## config.mk

```make
export PLATFORM = sky130hd
export DESIGN_NAME = cache_fill_arbiter
export DESIGN_NICKNAME = d
export VERILOG_FILES = /design/src/rtl/cache_arb_pkg.sv /design/src/rtl/cache_fill_arbiter_block_fill_seq.sv /design/src/rtl/cache_fill_arbiter.sv
export SDC_FILE = /design/constraint.sdc
export NUM_CORES = 1
export LEC_CHECK = 0
export CAP_MARGIN = 10
export CORE_ASPECT_RATIO = 1.1
export CORE_MARGIN = 5
export CORE_UTILIZATION = 36
export CTS_BUF_LIST = sky130_fd_sc_hd__clkbuf_8 sky130_fd_sc_hd__clkbuf_16
export CTS_CLUSTER_SIZE = 14
export DETAILED_ROUTE_END_ITERATION = 16
export PLACE_DENSITY = 0.88
export SKIP_LAST_GASP = 1
export SLEW_MARGIN = 40
export SYNTH_ARGS = -nofsm -noshare
export SYNTH_HDL_FRONTEND = slang
export SYNTH_SLANG_ARGS = --single-unit
```

## constraint.sdc

```tcl
create_clock -name clk -period 2 [get_ports clk]
set_input_delay 0.4 -clock clk [delete_from_list [all_inputs] [get_ports clk]]
set_output_delay 0.4 -clock clk [all_outputs]
set_load 0.01 [all_outputs]
```

## src/rtl/cache_arb_pkg.sv

```systemverilog
// Shared constants for the cache fill arbiter: geometry, FSM state codes,
// grant encodings and the block-offset mask helper.
package cache_arb_pkg;

    localparam int ADDR_W    = 16;
    localparam int DATA_W    = 16;
    localparam int BLK_WORDS = 8;
    localparam int WORD_W    = $clog2(BLK_WORDS);
    localparam int CNT_W     = WORD_W + 1;

    localparam logic [1:0] IDLE = 2'd0;
    localparam logic [1:0] FILL = 2'd1;
    localparam logic [1:0] DONE = 2'd2;

    localparam logic [1:0] GNT_NONE = 2'b00;
    localparam logic [1:0] GNT_IC   = 2'b01;
    localparam logic [1:0] GNT_DC   = 2'b10;

    // Byte-offset bits inside one block (words are 2 bytes wide).
    function automatic logic [ADDR_W-1:0] offsetMask();
        return ADDR_W'(2 * BLK_WORDS - 1);
    endfunction

endpackage

```

## src/rtl/cache_fill_arbiter_block_fill_seq.sv

```systemverilog
// Block fill sequencer: issues BLK_WORDS pipelined reads from a base address
// and counts returned words, flagging the last one.
module block_fill_seq
    import cache_arb_pkg::*;
(
    input  logic              clk,
    input  logic              rst_n,
    input  logic              active,
    input  logic [ADDR_W-1:0] baseAddr,
    input  logic              dataValid,
    output logic              memEn,
    output logic [ADDR_W-1:0] memAddr,
    output logic              recvFire,
    output logic [WORD_W-1:0] recvWord,
    output logic              lastWord
);

    localparam logic [CNT_W-1:0] CNT_FULL = CNT_W'(BLK_WORDS);
    localparam logic [CNT_W-1:0] CNT_LAST = CNT_W'(BLK_WORDS - 1);
    localparam logic [CNT_W-1:0] CNT_ONE  = CNT_W'(1);

    logic [CNT_W-1:0] issueCnt;
    logic [CNT_W-1:0] recvCnt;

    assign memEn    = active && (issueCnt < CNT_FULL);
    assign memAddr  = baseAddr + (ADDR_W'(issueCnt) << 1);
    // Responses beyond the block length are dropped here.
    assign recvFire = active && dataValid && (recvCnt < CNT_FULL);
    assign recvWord = recvCnt[WORD_W-1:0];
    assign lastWord = recvFire && (recvCnt == CNT_LAST);

    always_ff @(posedge clk or negedge rst_n) begin
        if (!rst_n) begin
            issueCnt <= '0;
            recvCnt  <= '0;
        end else if (!active) begin
            issueCnt <= '0;
            recvCnt  <= '0;
        end else begin
            if (memEn) begin
                issueCnt <= issueCnt + CNT_ONE;
            end
            if (recvFire) begin
                recvCnt <= recvCnt + CNT_ONE;
            end
        end
    end

endmodule

```

## src/rtl/cache_fill_arbiter.sv

```systemverilog
// Shares the main-memory read port between I-cache and D-cache block fills.
// Define ARB_RR_EN for round-robin arbitration; default is D-cache priority.
//
// state | meaning
// IDLE  | no fill in progress; arbitrate pending misses
// FILL  | issuing reads and steering returned words to the granted cache
// DONE  | one-cycle fill_done pulse to the granted cache
module cache_fill_arbiter
    import cache_arb_pkg::*;
(
    input  logic              clk,
    input  logic              rst_n,
    input  logic              ic_miss,
    input  logic [ADDR_W-1:0] ic_miss_addr,
    output logic              ic_fill_we,
    output logic [WORD_W-1:0] ic_fill_word,
    output logic [DATA_W-1:0] ic_fill_data,
    output logic              ic_fill_done,
    input  logic              dc_miss,
    input  logic [ADDR_W-1:0] dc_miss_addr,
    output logic              dc_fill_we,
    output logic [WORD_W-1:0] dc_fill_word,
    output logic [DATA_W-1:0] dc_fill_data,
    output logic              dc_fill_done,
    output logic              mem_en,
    output logic [ADDR_W-1:0] mem_addr,
    input  logic              mem_data_valid,
    input  logic [DATA_W-1:0] mem_data,
    output logic              busy,
    output logic [1:0]        grant
);

    logic [1:0]        state;
    logic [1:0]        nextGrant;
    logic [ADDR_W-1:0] baseAddr;
    logic [ADDR_W-1:0] missAddr;
`ifdef ARB_RR_EN
    logic [1:0]        lastGrant;
`endif

    logic              seqMemEn;
    logic [ADDR_W-1:0] seqAddr;
    logic              recvFire;
    logic [WORD_W-1:0] recvWord;
    logic              lastWord;
    logic              icWe;
    logic              dcWe;

    always_comb begin
        nextGrant = GNT_NONE;
        if (ic_miss && dc_miss) begin
`ifdef ARB_RR_EN
            nextGrant = (lastGrant == GNT_DC) ? GNT_IC : GNT_DC;
`else
            nextGrant = GNT_DC;
`endif
        end else if (dc_miss) begin
            nextGrant = GNT_DC;
        end else if (ic_miss) begin
            nextGrant = GNT_IC;
        end
    end

    assign missAddr = (nextGrant == GNT_DC) ? dc_miss_addr : ic_miss_addr;

    always_ff @(posedge clk or negedge rst_n) begin
        if (!rst_n) begin
            state    <= IDLE;
            grant    <= GNT_NONE;
            baseAddr <= '0;
`ifdef ARB_RR_EN
            lastGrant <= GNT_IC;
`endif
        end else begin
            case (state)
                IDLE: begin
                    if (nextGrant != GNT_NONE) begin
                        grant    <= nextGrant;
                        baseAddr <= missAddr & ~offsetMask();
                        state    <= FILL;
`ifdef ARB_RR_EN
                        lastGrant <= nextGrant;
`endif
                    end
                end
                FILL: begin
                    if (lastWord) begin
                        state <= DONE;
                    end
                end
                DONE: begin
                    state <= IDLE;
                    grant <= GNT_NONE;
                end
                default: begin
                    state <= IDLE;
                    grant <= GNT_NONE;
                end
            endcase
        end
    end

    block_fill_seq u_seq (
        .clk       (clk),
        .rst_n     (rst_n),
        .active    (state == FILL),
        .baseAddr  (baseAddr),
        .dataValid (mem_data_valid),
        .memEn     (seqMemEn),
        .memAddr   (seqAddr),
        .recvFire  (recvFire),
        .recvWord  (recvWord),
        .lastWord  (lastWord)
    );

    assign busy     = (state != IDLE);
    assign mem_en   = seqMemEn;
    assign mem_addr = seqMemEn ? seqAddr : '0;

    assign icWe = recvFire && (grant == GNT_IC);
    assign dcWe = recvFire && (grant == GNT_DC);

    assign ic_fill_we   = icWe;
    assign ic_fill_word = icWe ? recvWord : '0;
    assign ic_fill_data = icWe ? mem_data : '0;
    assign ic_fill_done = (state == DONE) && (grant == GNT_IC);

    assign dc_fill_we   = dcWe;
    assign dc_fill_word = dcWe ? recvWord : '0;
    assign dc_fill_data = dcWe ? mem_data : '0;
    assign dc_fill_done = (state == DONE) && (grant == GNT_DC);

endmodule
```

* Word-level counts from Yosys, hierarchy flattened
Cells that the tools add are included.
Storage, ports and cells: register bits after elaboration 24, latch bits 0, memory bits (writable) 0, ROM bits 0, input port bits 53, output and inout port bits 62, word-level logic and storage cells 54, memories kept 0
Cells by class: $add $sub $neg 3, multipliers 0, divide/modulo/power cells 0, order comparisons 2, equal/unequal tests 10, shifts and indexed selects 0, muxes and demuxes 18, bitwise gates (word level) 1, reduce and logical (&&, ||, !) cells 15
Operators with widths (count):
- 2-to-1 mux 16 bit | 4
- adder 16 x 5 -> 16 bit | 1
- 2-to-1 mux 4 bit | 4
- 2-to-1 mux 2 bit | 5
- logical AND 1 bit | 9
- adder 4 x 1 -> 4 bit, second input constant | 2
- less-than comparator 4 bit, second input constant | 2
- inequality test 2 bit, second input constant | 4
- case mux 2 bit (2 select lines) | 2
- == test 2 bit, second input constant | 3
- 2-to-1 mux 3 bit | 2
- AND reduction 2 bit | 3
- == test 2 x 1 -> 1 bit, second input constant | 2
- == test 4 x 3 -> 1 bit, second input constant | 1
- nonzero test 2 bit | 2
- zero test 2 bit | 1
- 2-to-1 mux 1 bit | 1
- inverter 1 bit | 1

* Depth between registers and ports, before layout
word-level depth 6, depth in mapped cells 6, mapped depth without buffers 5

* Modules after synthesis
A second synthesis with hierarchy kept.
Unflattened totals: cells, all modules 195, area, all modules 1939.4 sq um
By module, submodules not included:
- cache_fill_arbiter | times used 1, cells each 119, area an instance 1206.2 sq um, sequential area each 400.4 sq um
- block_fill_seq | times used 1, cells each 76, area an instance 733.2 sq um, sequential area each 200.2 sq um

* Least setup slack after synthesis
OpenSTA, ideal clock, no wires.
kind flip-flop to output port, start register u_seq.issueCnt[3], end output mem_addr[13], arrival time 1498 ps, required time 1600 ps, setup slack 102 ps, cell stages (with the launch flop) 5, buffers on the path 0, path through dfrtp_1 ha_1 nand3_1 or4_1 a21oi_1
Between the ends: cells in the longest elaborated chain, start to end 3, elaborated cells between the ends (all ways) 4, classes of those cells add/sub: 1; order compare: 1; mux: 1; reduce/logical: 1
RTL lines:
- start, declared | line cache_fill_arbiter_block_fill_seq.sv:22 | logic [CNT_W-1:0] issueCnt;
- start signal, assigned | line cache_fill_arbiter_block_fill_seq.sv:41 | issueCnt <= issueCnt + CNT_ONE;
- parallel branches: the longest is 2 deep, another holds adder 16 x 5 -> 16 bit
- 2-to-1 mux 16 bit * | line cache_fill_arbiter.sv:118 | assign mem_addr = seqMemEn ? seqAddr : '0;
- end, declared | line cache_fill_arbiter.sv:26 | output logic [ADDR_W-1:0] mem_addr,
Mark *: on every way between the ends.

* Final worst setup path
start register baseAddr[4], end output mem_addr[12]
Between the ends: cells in the longest elaborated chain, start to end 2
RTL lines:
- start, declared | line cache_fill_arbiter.sv:35 | logic [ADDR_W-1:0] baseAddr;
- start signal, assigned | line cache_fill_arbiter.sv:79 | baseAddr <= missAddr & ~offsetMask();
- adder 16 x 5 -> 16 bit | line cache_fill_arbiter_block_fill_seq.sv:26 | assign memAddr = baseAddr + (ADDR_W'(issueCnt) << 1);
- 2-to-1 mux 16 bit | line cache_fill_arbiter.sv:118
No other way between the ends.

==> impl_metrics.tcl <==
set metrics [dict create \
    r2r_slack_ps 280 \
    antenna_found_initial 0 \
    cts_made_buffers 3 \
    cp_slowest_cell "or4_4" \
    place_ws_ps -461.3 \
    synth_async_sr_flop_share 1.000 \
    finalHoldViolations 0 \
    hold_path.class "input port to async pin" \
    setup_tns_ps -2664 \
    cp.depth 6 \
    syn_avg_cell_area_um2 9.259 \
    cp_max_fo 3 \
    finalCritPeriodShare 1.099 \
    post_drt_via_cell_ratio 5.335 \
    clockPowerShare 0.093 \
    p_switching_uw 2026 \
    synth-edff-count 0 \
    seq_area_um2 603.1 \
    num_vias 2150 \
    syn_nets 247 \
    clockBufferDepth 2 \
    crit_family "simple AND/OR/NAND/NOR gates" \
    slew_viol_final 0 \
    finClkSkew_ps 2.695 \
    cp-start-kind "register" \
    internal_power_uw 2784 \
    worstRegToRegCells 5 \
    hold_ws_ps 464.6 \
    critical_path.endpoint_type "primary output" \
    rsz0062_at_grt "true" \
    worst-path-buf-inv 3 \
    clk_latency_ps 280 \
    synthesis.instances 190 \
    worstPathArrival_ps 1800 \
    crit_end "mem_addr[12]" \
    nNetsFinal 405 \
    drt_wl_total_um 8564 \
    p_total_uw 4810 \
    cts.htree.levels 1 \
    switching_share 0.4212 \
    cts_tree "built" \
    netlist_area_um2 1759 \
    drcViolationCount 0 \
    p_seq_frac 0.208 \
    slowest_delay_ps 510 \
    p_comb_frac 0.698 \
    grt_pass1_vias 2151 \
    cts_root_buffer "clkbuf_8" \
    reg2reg_to "baseAddr[7]$_DFFE_PN0P_" \
    row_count 26 \
    fin_ws_ps -197.6 \
    die_h_um 83.32 \
    path_class "register to primary output" \
    max_freq_mhz 455.0 \
    status "complete, but fails checks" \
    start_util 0.3755 \
    ys.flop_type "dfrtp_1" \
    place_congestion 0.8162 \
    fp.coreArea_um2 4684 \
    diodes 0 \
    boundaryPins 115 \
    ant_nets 0 \
    cp.required_ps 1600 \
    vdd_drop_max_v 0.0007825 \
    die_width_um 76.65 \
    drive_gt1_frac 0.6311 \
    dr.pass1.iters 4 \
    synth_cell_types 36 \
    port_buffers 105 \
    p_leak_uw 0.001687 \
    ctsHoldBuffers 0 \
    startpoint "baseAddr[4]$_DFFE_PN0P_" \
    clkSinkCount 24 \
    p_per_area_nw_per_um2 1280 \
    dp_hpwl_um 4732 \
    grt_pass1_wl_um 11250 \
    ys_ff_latch 24 \
    setup_viol 44 \
    clk_pin_slew_ps 90 \
    grt_overflow 0 \
    ys_seq_area_frac 0.3414 \
    grt_max_degree 25 \
    maxCapViolCount 0 \
    period_needed_ps 2198 \
    crit_path_cell_trace "buf_6 -> ha_4 -> inv_4 -> or4_4 -> a21oi_2 -> buf_2" \
    drt_iter0_markers 116 \
    reg2reg_from "state[0]$_DFFE_PN0P_" \
    area_growth_pct 113.6 \
    die-area_um2 6386 \
    ys_warn_count 0 \
    wl_per_cell_um 21.25 \
    multiInputGateArea_um2 1431 \
    grt_usage 0.2158 \
    violations "setup timing" \
    nFillCells 259 \
]
[kinds of logic (layout without fill, tap and decap cells)]
| logic type | count (synthesis) | after routing | synth area share |
|---|---|---|---|
| other cells | 1 | 1 | 0.002132 |
| fa+ha+maj | 4 | 4 | 0.02845 |
| simple gates | 97 | 97 | 0.3286 |
| buf+inv | 13 | 170 | 0.03485 |
| xor+xnor | 8 | 8 | 0.03983 |
| flops | 24 | 24 | 0.3414 |
| compound gates | 16 | 16 | 0.05547 |
| mux | 27 | 27 | 0.1693 |
[synthesized netlist by cell type, types with 3 or more instances]
library cell	n	area, um2
and2_1	40	250.2
dfrtp_1	24	600.6
mux2_2	22	247.7
nor2_1	15	56.30
nand2b_1	8	50.05
a21oi_1	7	35.03
nand2_1	7	26.28
inv_1	5	18.77
mux2i_1	5	50.05
ha_1	4	50.05
nand3_1	4	20.02
nor4_1	4	25.02
xnor2_1	4	35.03
xor2_1	4	35.03
buf_2	3	15.01
nor2b_1	3	18.77
or2_2	3	18.77
[layout by cell type (no fill, tap or decap), types with 2 or more instances in the layout]
cell type,instances
xor2_2,2
or2_2,2
a31oi_1,2
inv_1,3
mux2_2,22
clkbuf_8,3
xor2_1,2
nand3_4,2
nor4_4,3
buf_2,17
inv_4,2
nand2_1,4
and2_4,37
mux2i_1,5
a21oi_1,2
a21oi_2,5
or4_4,2
dfrtp_2,2
nand2b_1,4
nor3_4,2
clkdlybuf4s50_1,45
ha_4,2
ha_1,2
and2_1,3
nand2b_4,4
dlygate4sd2_1,4
or3_4,2
xnor2_1,3
buf_6,59
nor2_4,2
nor2b_1,3
nor2_2,2
buf_4,30
o31ai_1,2
dfrtp_1,22
nand2_2,3
nor2_1,12
buf_12,2
nand4_1,2
[layout make-up]
type | instances | share of cell area
Clock buffer | 3 | 0.01099
Inverter | 6 | 0.008658
Multi-Input combinational cell | 153 | 0.3810
Timing Repair Buffer | 159 | 0.4099
Timing Repair inverter | 1 | 0.002331
Clock inverter | 1 | 0.007992
Sequential cell | 24 | 0.1605
Tap cell | 56 | 0.01865
[flip-flops by register name, indices dropped and copies added (netlist names)]
signal,cells
u_seq.issueCnt,4
baseAddr,12
grant,2
state,2
u_seq.recvCnt,4
[per-stage QoR]
step | cells | cell area [um2] | utilization
final | 403 | 3757 | 0.8021
after global routing | 403 | 3757 | 0.8021
after CTS | 400 | 3297 | 0.7038
after detailed placement | 371 | 3070 | 0.6554
after global placement | 371 | 3070 | 0.6554
after floorplan | 190 | 1759 | -
[worst reg2reg max path: stages, from the launching register on]
cell     delay [ps]
dfrtp_1         420
buf_4           160
or2_2           290
nor2_2          210
buf_12          180
mux2_2          360
[routing by layer]
metal  routed length [um]  global-route usage  up-vias
met2                 4651              0.3879       79
li1                     -                   -      963
met4                  315             0.06995        0
met5                    0                   0        -
met1                 3259              0.2567     1078
met3                  338             0.03788       30
[repair_timing]
action	4_1_cts	5_1_grt
endpoints found under the hold margin	0	0
pin swaps	27	29
setup endpoints to repair	59	52
setup buffers	19	7
resized for setup	291	105
cloned	6	1
[power groups by stage]
stage / combinational, uW / sequential (uW) / clock, uW
finish: 3360 / 1000 / 449
detailed placement: 2430 / 940 / 0
global placement: 2350 / 922 / 0
floorplan: 1080 / 946 / 0
global route: 3550 / 1030 / 468
CTS: 2670 / 951 / 437
[worst min path at each step]
stage                         startpoint                       end  slack [ps]  cells after the start
floorplan                          rst_n  baseAddr[10]$_DFFE_PN0P_         100                      0
global placement    state[1]$_DFFE_PN0P_      grant[1]$_DFFE_PN0P_         510                      2
detailed placement  state[1]$_DFFE_PN0P_      grant[1]$_DFFE_PN0P_         530                      2
CTS                                rst_n   baseAddr[9]$_DFFE_PN0P_         480                      2
global route                       rst_n  baseAddr[14]$_DFFE_PN0P_         490                      2
finish                             rst_n   baseAddr[9]$_DFFE_PN0P_         460                      2
(Power assumes the default switching activity.)
